## config.mk

```make
export PLATFORM = sky130hd
export DESIGN_NAME = multdiv_iterative
export DESIGN_NICKNAME = d
export VERILOG_FILES = /design/src/rtl/multdiv_iterative_pkg.sv /design/src/rtl/multdiv_iterative_cond_negate.sv /design/src/rtl/multdiv_iterative.sv
export SDC_FILE = /design/constraint.sdc
export NUM_CORES = 1
export LEC_CHECK = 0
export BUFFER_PORTS_ARGS = -buffer_cell sky130_fd_sc_hd__buf_2
export CAP_MARGIN = 15
export CORE_MARGIN = 2
export CORE_UTILIZATION = 60
export DETAILED_ROUTE_END_ITERATION = 10
export PLACE_DENSITY = 0.87
export SYNTH_ARGS = -nofsm -noshare
export SYNTH_HDL_FRONTEND = slang
export SYNTH_SLANG_ARGS = --single-unit
```

## constraint.sdc

```tcl
create_clock -name clock -period 5 [get_ports clock]
set_clock_uncertainty 0.2 [all_clocks]
set_input_delay 0.25 -clock clock [delete_from_list [all_inputs] [get_ports clock]]
set_output_delay 0.25 -clock clock [all_outputs]
set_load 0.1 [all_outputs]
```

## src/rtl/multdiv_iterative_pkg.sv

```systemverilog
// Shared definitions for the iterative multiply/divide unit: FSM states,
// default operand width, response latency and the MSB-only pattern.
package multdiv_iterative_pkg;

    localparam int DEFAULT_WIDTH = 32;
    localparam int LATENCY = DEFAULT_WIDTH + 1;
    localparam logic [DEFAULT_WIDTH-1:0] MSB_PATTERN = 32'h8000_0000;

    typedef enum logic [1:0] {
        IDLE = 2'd0,
        MUL  = 2'd1,
        DIV  = 2'd2,
        DONE = 2'd3
    } state_t;

endpackage

```

## src/rtl/multdiv_iterative_cond_negate.sv

```systemverilog
// Combinational conditional two's-complement negate, used for operand
// magnitudes and for applying the result sign.
module multdiv_iterative_cond_negate #(
    parameter int WIDTH = 32
) (
    input  logic [WIDTH-1:0] value,
    input  logic             negate,
    output logic [WIDTH-1:0] result
);

    assign result = negate ? (~value + {{(WIDTH-1){1'b0}}, 1'b1}) : value;

endmodule

```

## src/rtl/multdiv_iterative.sv

```systemverilog
// Iterative signed multiply (shift-add) / divide (restoring) responder with
// a fixed latency of WIDTH+1 edges from the start pulse to the ready pulse.
module multdiv_iterative
    import multdiv_iterative_pkg::*;
#(
    parameter int WIDTH = DEFAULT_WIDTH
) (
    input  logic             clock,
    input  logic             reset,
    input  logic [WIDTH-1:0] data_operandA,
    input  logic [WIDTH-1:0] data_operandB,
    input  logic             ctrl_MULT,
    input  logic             ctrl_DIV,
    output logic [WIDTH-1:0] data_result,
    output logic             data_exception,
    output logic             data_resultRDY
);

    localparam int CW = $clog2(WIDTH) + 1;
    localparam logic [WIDTH-1:0] MSB_ONLY = {1'b1, {(WIDTH-1){1'b0}}};

    state_t             state;
    state_t             state_next;
    logic [WIDTH-1:0]   mag_a;
    logic [WIDTH-1:0]   mag_b;
    logic [WIDTH-1:0]   abs_a;
    logic [WIDTH-1:0]   abs_b;
    logic [WIDTH-1:0]   signed_low;
    logic [2*WIDTH-1:0] acc;
    logic [2*WIDTH-1:0] mul_next;
    logic [2*WIDTH-1:0] div_next;
    logic [WIDTH:0]     mul_sum;
    logic [WIDTH:0]     div_diff;
    logic [WIDTH-1:0]   div_shifted;
    logic [WIDTH-1:0]   div_rem;
    logic [WIDTH-1:0]   final_result;
    logic               final_exception;
    logic               sign;
    logic               op_div;
    logic [CW-1:0]      count;
    logic               start;
    logic               last_step;

    multdiv_iterative_cond_negate #(.WIDTH(WIDTH)) u_abs_a (
        .value  (data_operandA),
        .negate (data_operandA[WIDTH-1]),
        .result (abs_a)
    );

    multdiv_iterative_cond_negate #(.WIDTH(WIDTH)) u_abs_b (
        .value  (data_operandB),
        .negate (data_operandB[WIDTH-1]),
        .result (abs_b)
    );

    // Product low half and quotient both live in acc[WIDTH-1:0], so one negator serves both.
    multdiv_iterative_cond_negate #(.WIDTH(WIDTH)) u_sign_result (
        .value  (acc[WIDTH-1:0]),
        .negate (sign),
        .result (signed_low)
    );

    assign start     = ctrl_MULT | ctrl_DIV;
    assign last_step = (count == CW'(WIDTH - 1));

    always_comb begin
        mul_sum     = {1'b0, acc[2*WIDTH-1:WIDTH]} + {1'b0, (mag_b[0] ? mag_a : {WIDTH{1'b0}})};
        mul_next    = {mul_sum, acc[WIDTH-1:1]};
        div_shifted = {acc[2*WIDTH-2:WIDTH], mag_a[WIDTH-1]};
        div_diff    = {1'b0, div_shifted} - {1'b0, mag_b};
        div_rem     = div_diff[WIDTH] ? div_shifted : div_diff[WIDTH-1:0];
        div_next    = {div_rem, acc[WIDTH-2:0], ~div_diff[WIDTH]};
    end

    // A negative product may reach exactly -2^(WIDTH-1); a positive one must stay below 2^(WIDTH-1).
    always_comb begin
        final_result    = signed_low;
        final_exception = 1'b0;
        if (op_div) begin
            if (mag_b == {WIDTH{1'b0}}) begin
                final_result    = {WIDTH{1'b0}};
                final_exception = 1'b1;
            end else if (!sign && acc[WIDTH-1]) begin
                final_result    = MSB_ONLY;
                final_exception = 1'b1;
            end
        end else if (acc[2*WIDTH-1:WIDTH] != {WIDTH{1'b0}}) begin
            final_exception = 1'b1;
        end else if (acc[WIDTH-1]) begin
            final_exception = !sign || (acc[WIDTH-2:0] != {(WIDTH-1){1'b0}});
        end
    end

    always_ff @(posedge clock or negedge reset) begin
        if (!reset) begin
            state <= IDLE;
        end else begin
            state <= state_next;
        end
    end

    always_comb begin
        state_next = state;
        if (start) begin
            state_next = ctrl_MULT ? MUL : DIV;
        end else begin
            case (state)
                MUL, DIV: if (last_step) state_next = DONE;
                DONE:     state_next = IDLE;
                default:  state_next = IDLE;
            endcase
        end
    end

    // Outputs latch at the end of the DONE cycle even if a new start arrives then.
    always_ff @(posedge clock or negedge reset) begin
        if (!reset) begin
            data_result    <= '0;
            data_exception <= 1'b0;
            data_resultRDY <= 1'b0;
            mag_a          <= '0;
            mag_b          <= '0;
            acc            <= '0;
            sign           <= 1'b0;
            op_div         <= 1'b0;
            count          <= '0;
        end else begin
            data_resultRDY <= 1'b0;
            if (state == DONE) begin
                data_result    <= final_result;
                data_exception <= final_exception;
                data_resultRDY <= 1'b1;
            end
            if (start) begin
                mag_a  <= abs_a;
                mag_b  <= abs_b;
                sign   <= data_operandA[WIDTH-1] ^ data_operandB[WIDTH-1];
                op_div <= !ctrl_MULT;
                count  <= '0;
                acc    <= '0;
            end else if (state == MUL) begin
                acc   <= mul_next;
                mag_b <= mag_b >> 1;
                count <= count + CW'(1);
            end else if (state == DIV) begin
                acc   <= div_next;
                mag_a <= mag_a << 1;
                count <= count + CW'(1);
            end
        end
    end

endmodule
```

==> impl_metrics.tcl <==
set metrics [dict create \
    die_w_um 153.9 \
    setup_tns_ps 0 \
    cts_buffers 17 \
    grt_pass1_vias 12510 \
    cp-start-kind "flip-flop" \
    htree_levels 4 \
    worst_pin_slew_ps 1007 \
    r2r_cells 12 \
    io_buffer_count 101 \
    wirelength_um 37160 \
    cts_setup_buffers 0 \
    fin_hold_ws_ps -8.958 \
    crit_buf_inv 1 \
    synth.net_count 1807 \
    cp_top_family "compound AO/OA/AOI/OAI gates" \
    crit_end "acc[62]" \
    cp.arrival_ps 4280 \
    slew_headroom 0.3222 \
    r2r-end "acc[62]" \
    start_util 0.6136 \
    hold_path_class "in -> reg" \
    path_class "reg -> reg" \
    via_per_inst 6.261 \
    cp_slowest_cell "dfrtp_1" \
    synth.yosys.seq_area_share 0.3195 \
    vias 12880 \
    synth_seq_cells 172 \
    die_h_um 153.9 \
    synth_ff_type "dfrtp_1" \
    syn_area_per_cell_um2 8.097 \
    cpPeakStageDelay_ps 720 \
    cp-end-kind "flip-flop" \
    grt_max_degree 85 \
    syn-instance-count 1664 \
    root_buffer "clkbuf_16" \
    globalRouteOverflowTotal 0 \
    cp_data_required_time_ps 5150 \
    slew_violations 0 \
    core_area_mm2 0.02196 \
    peakVddDrop_uv 239.4 \
    period_share 0.8278 \
    grt_pass1_wl_um 61330 \
    crit_chain "ha_1 > fa_1 > nand2b_1 > a21oi_1 > o211ai_1 > nand3_1 > a31oi_1 > o31ai_4 > buf_4 > o311ai_0 > a21o_1 > a311oi_1" \
    path_clk_slew_ps 80 \
    synth_edf_count 0 \
    cts.sinks 172 \
    ys_types 68 \
    placedInstanceArea_mm2 0.01414 \
    maxCapViolCount 0 \
    clk-insertion-delay-late_ps 460 \
    place_hpwl_um 26510 \
    cts_tree "built" \
    ant_nets 0 \
    routabilityCongestion 0.9840 \
    clockBufferDepth 2 \
    firstDrtPassIters 6 \
    nets 1907 \
    fmax_ghz 0.2416 \
    violations "negative hold slack" \
    drc 0 \
    wl_per_cell_um 18.07 \
    p_leak_nw 6.921 \
    critPathLaunch "mag_b[0]" \
    status "finished, violations left" \
    drt_iter0_markers 1135 \
    antenna_found_initial 0 \
    gr-usage-all-layers 0.3186 \
    async_flop_share 1.000 \
    critical_path.max_fanout 36 \
    rsz0062_at_grt "false" \
    power_density_mw_per_mm2 265.8 \
    fin_crit_ps 4139 \
    r2r_start "mag_b[0]" \
    fin_area_mm2 0.01529 \
    syn-cell-area_mm2 0.01347 \
    finalSetupViolCount 0 \
    rows 54 \
    dieArea_mm2 0.02367 \
    yosys_warnings 0 \
    rrSetupSlack_ps 860 \
    ios 102 \
    worst-path-stages 12 \
    layout-drive-gt1-share 0.09679 \
    area_delta_synth_final_pct 13.52 \
    hold_violations 1 \
    diodes 0 \
]
cells in the final DEF (no fill, tap or decap), types with 44 or more instances in the layout:
cell           synthesis  layout
dlygate4sd3_1          0      53
dfrtp_1              172     172
mux2i_1               75      75
and2_1                44      44
a21oi_1              125     125
xnor2_1               82      82
ha_1                  73      71
nor2_1               186     184
xor2_1                55      55
nand2_1              169     169
buf_2                  0     100
o21ai_0               96      96
inv_1                 89      89
Yosys cell counts, types with 4 or more instances:
cell | count | area share
mux2i_1 | 75 | 0.056
or2_2 | 4 | 0.0019
nand4_1 | 14 | 0.0065
o41ai_1 | 9 | 0.0059
nor2b_1 | 7 | 0.0033
a311o_1 | 4 | 0.0030
or4_1 | 12 | 0.0067
nor2_1 | 186 | 0.052
a22oi_1 | 4 | 0.0022
xor2_1 | 55 | 0.036
dfrtp_1 | 172 | 0.32
buf_1 | 10 | 0.0028
and3_1 | 8 | 0.0037
nand2b_1 | 18 | 0.0084
or3_4 | 4 | 0.0033
or3_1 | 20 | 0.0093
nor4_1 | 20 | 0.0093
xnor2_1 | 82 | 0.053
a31oi_1 | 40 | 0.019
a21o_1 | 29 | 0.016
a22o_1 | 5 | 0.0033
clkbuf_1 | 77 | 0.021
nand3_1 | 31 | 0.012
ha_1 | 73 | 0.068
o31a_1 | 6 | 0.0039
o31ai_1 | 35 | 0.020
a31o_2 | 4 | 0.0026
a311oi_1 | 5 | 0.0033
inv_1 | 89 | 0.025
o21a_1 | 9 | 0.0050
a211oi_1 | 6 | 0.0033
a221oi_1 | 4 | 0.0026
a21oi_1 | 125 | 0.046
and2_1 | 44 | 0.020
o21bai_1 | 5 | 0.0028
nand2_1 | 169 | 0.047
o211ai_1 | 8 | 0.0045
nor3_1 | 16 | 0.0059
o21ai_0 | 96 | 0.036
o22ai_1 | 38 | 0.018
state kept, by name, indices dropped and copies added (netlist names):
| name | cells |
|---|---|
| acc | 64 |
| data_exception | 1 |
| op_div | 1 |
| sign | 1 |
| state | 2 |
| mag_b | 32 |
| count | 6 |
| data_result | 32 |
| data_resultRDY | 1 |
| mag_a | 32 |
where the power goes:
| part | total (W) | internal [W] | switching (W) |
|---|---|---|---|
| combinational | 0.00110 | 0.000415 | 0.000687 |
| sequential | 0.00159 | 0.00148 | 0.000111 |
| clock | 0.00137 | 0.000681 | 0.000689 |
worst min path at each step:
stage                            startpoint  cells after the start        end  slack, ps
after floorplan                       reset                      0     acc[0]       -250
after global placement                reset                      1     acc[9]         40
after detailed placement              reset                      1     acc[8]         50
after CTS                 data_operandB[28]                      4  mag_b[28]          3
after global routing      data_operandA[21]                      4  mag_a[21]         30
final                     data_operandB[28]                      4  mag_b[28]         -9
cells by family after synthesis:
logic type	after synthesis	synth area share
XOR/XNOR	137	0.08906
AND/OR/NAND/NOR	565	0.1965
flip-flops	172	0.3195
AO/OA/AOI/OAI	460	0.2167
buffers and inverters	178	0.05015
adder cells (fa/ha/maj)	75	0.07077
multiplexers	77	0.05739
final cells by class:
class,instances,area (um2)
clock buffers,17,425.4
multi-input cells,1314,8532
repair buffers,169,1155
inverters,90,337.8
fillers,1714,6664
well taps,280,350.3
flip-flops and latches,172,4304
clock inverters,15,190.2
through the flow:
stage	setup WS (ps)	util	cells	power (W)	hold WS [ps]
2_1_floorplan	1493	-	1664	0.002346	-245.6
3_3_place_gp	1083	0.6440	1971	0.002628	43.32
3_5_place_dp	932.0	0.6440	1971	0.002663	47.55
4_1_cts	906.8	0.6962	2056	0.004040	3.181
5_1_grt	554.7	0.6965	2057	0.004242	30.48
6_report	860.9	0.6965	2057	0.004065	-8.958
routing by layer:
layer / up-vias / share of wire / global-route usage
met1: 6115 / 0.41 / 0.3924
li1: 6132 / - / -
met5: - / 0 / 0
met4: 0 / 0.043 / 0.1402
met3: 131 / 0.062 / 0.05214
met2: 501 / 0.49 / 0.5530
worst min-delay path: stages:
cell and delay [ps]:
buf_2 120, xnor2_1 70, nor2_1 110, a21oi_1 50
what timing repair did:
action | 4_1_cts | 5_1_grt
hold buffers | 53 | 0
endpoints found under the hold margin | 107 | 0
endpoints found under the setup margin | 0 | 0
resized for setup | 0 | 0
No activity file was read; power rests on OpenSTA's default activity.
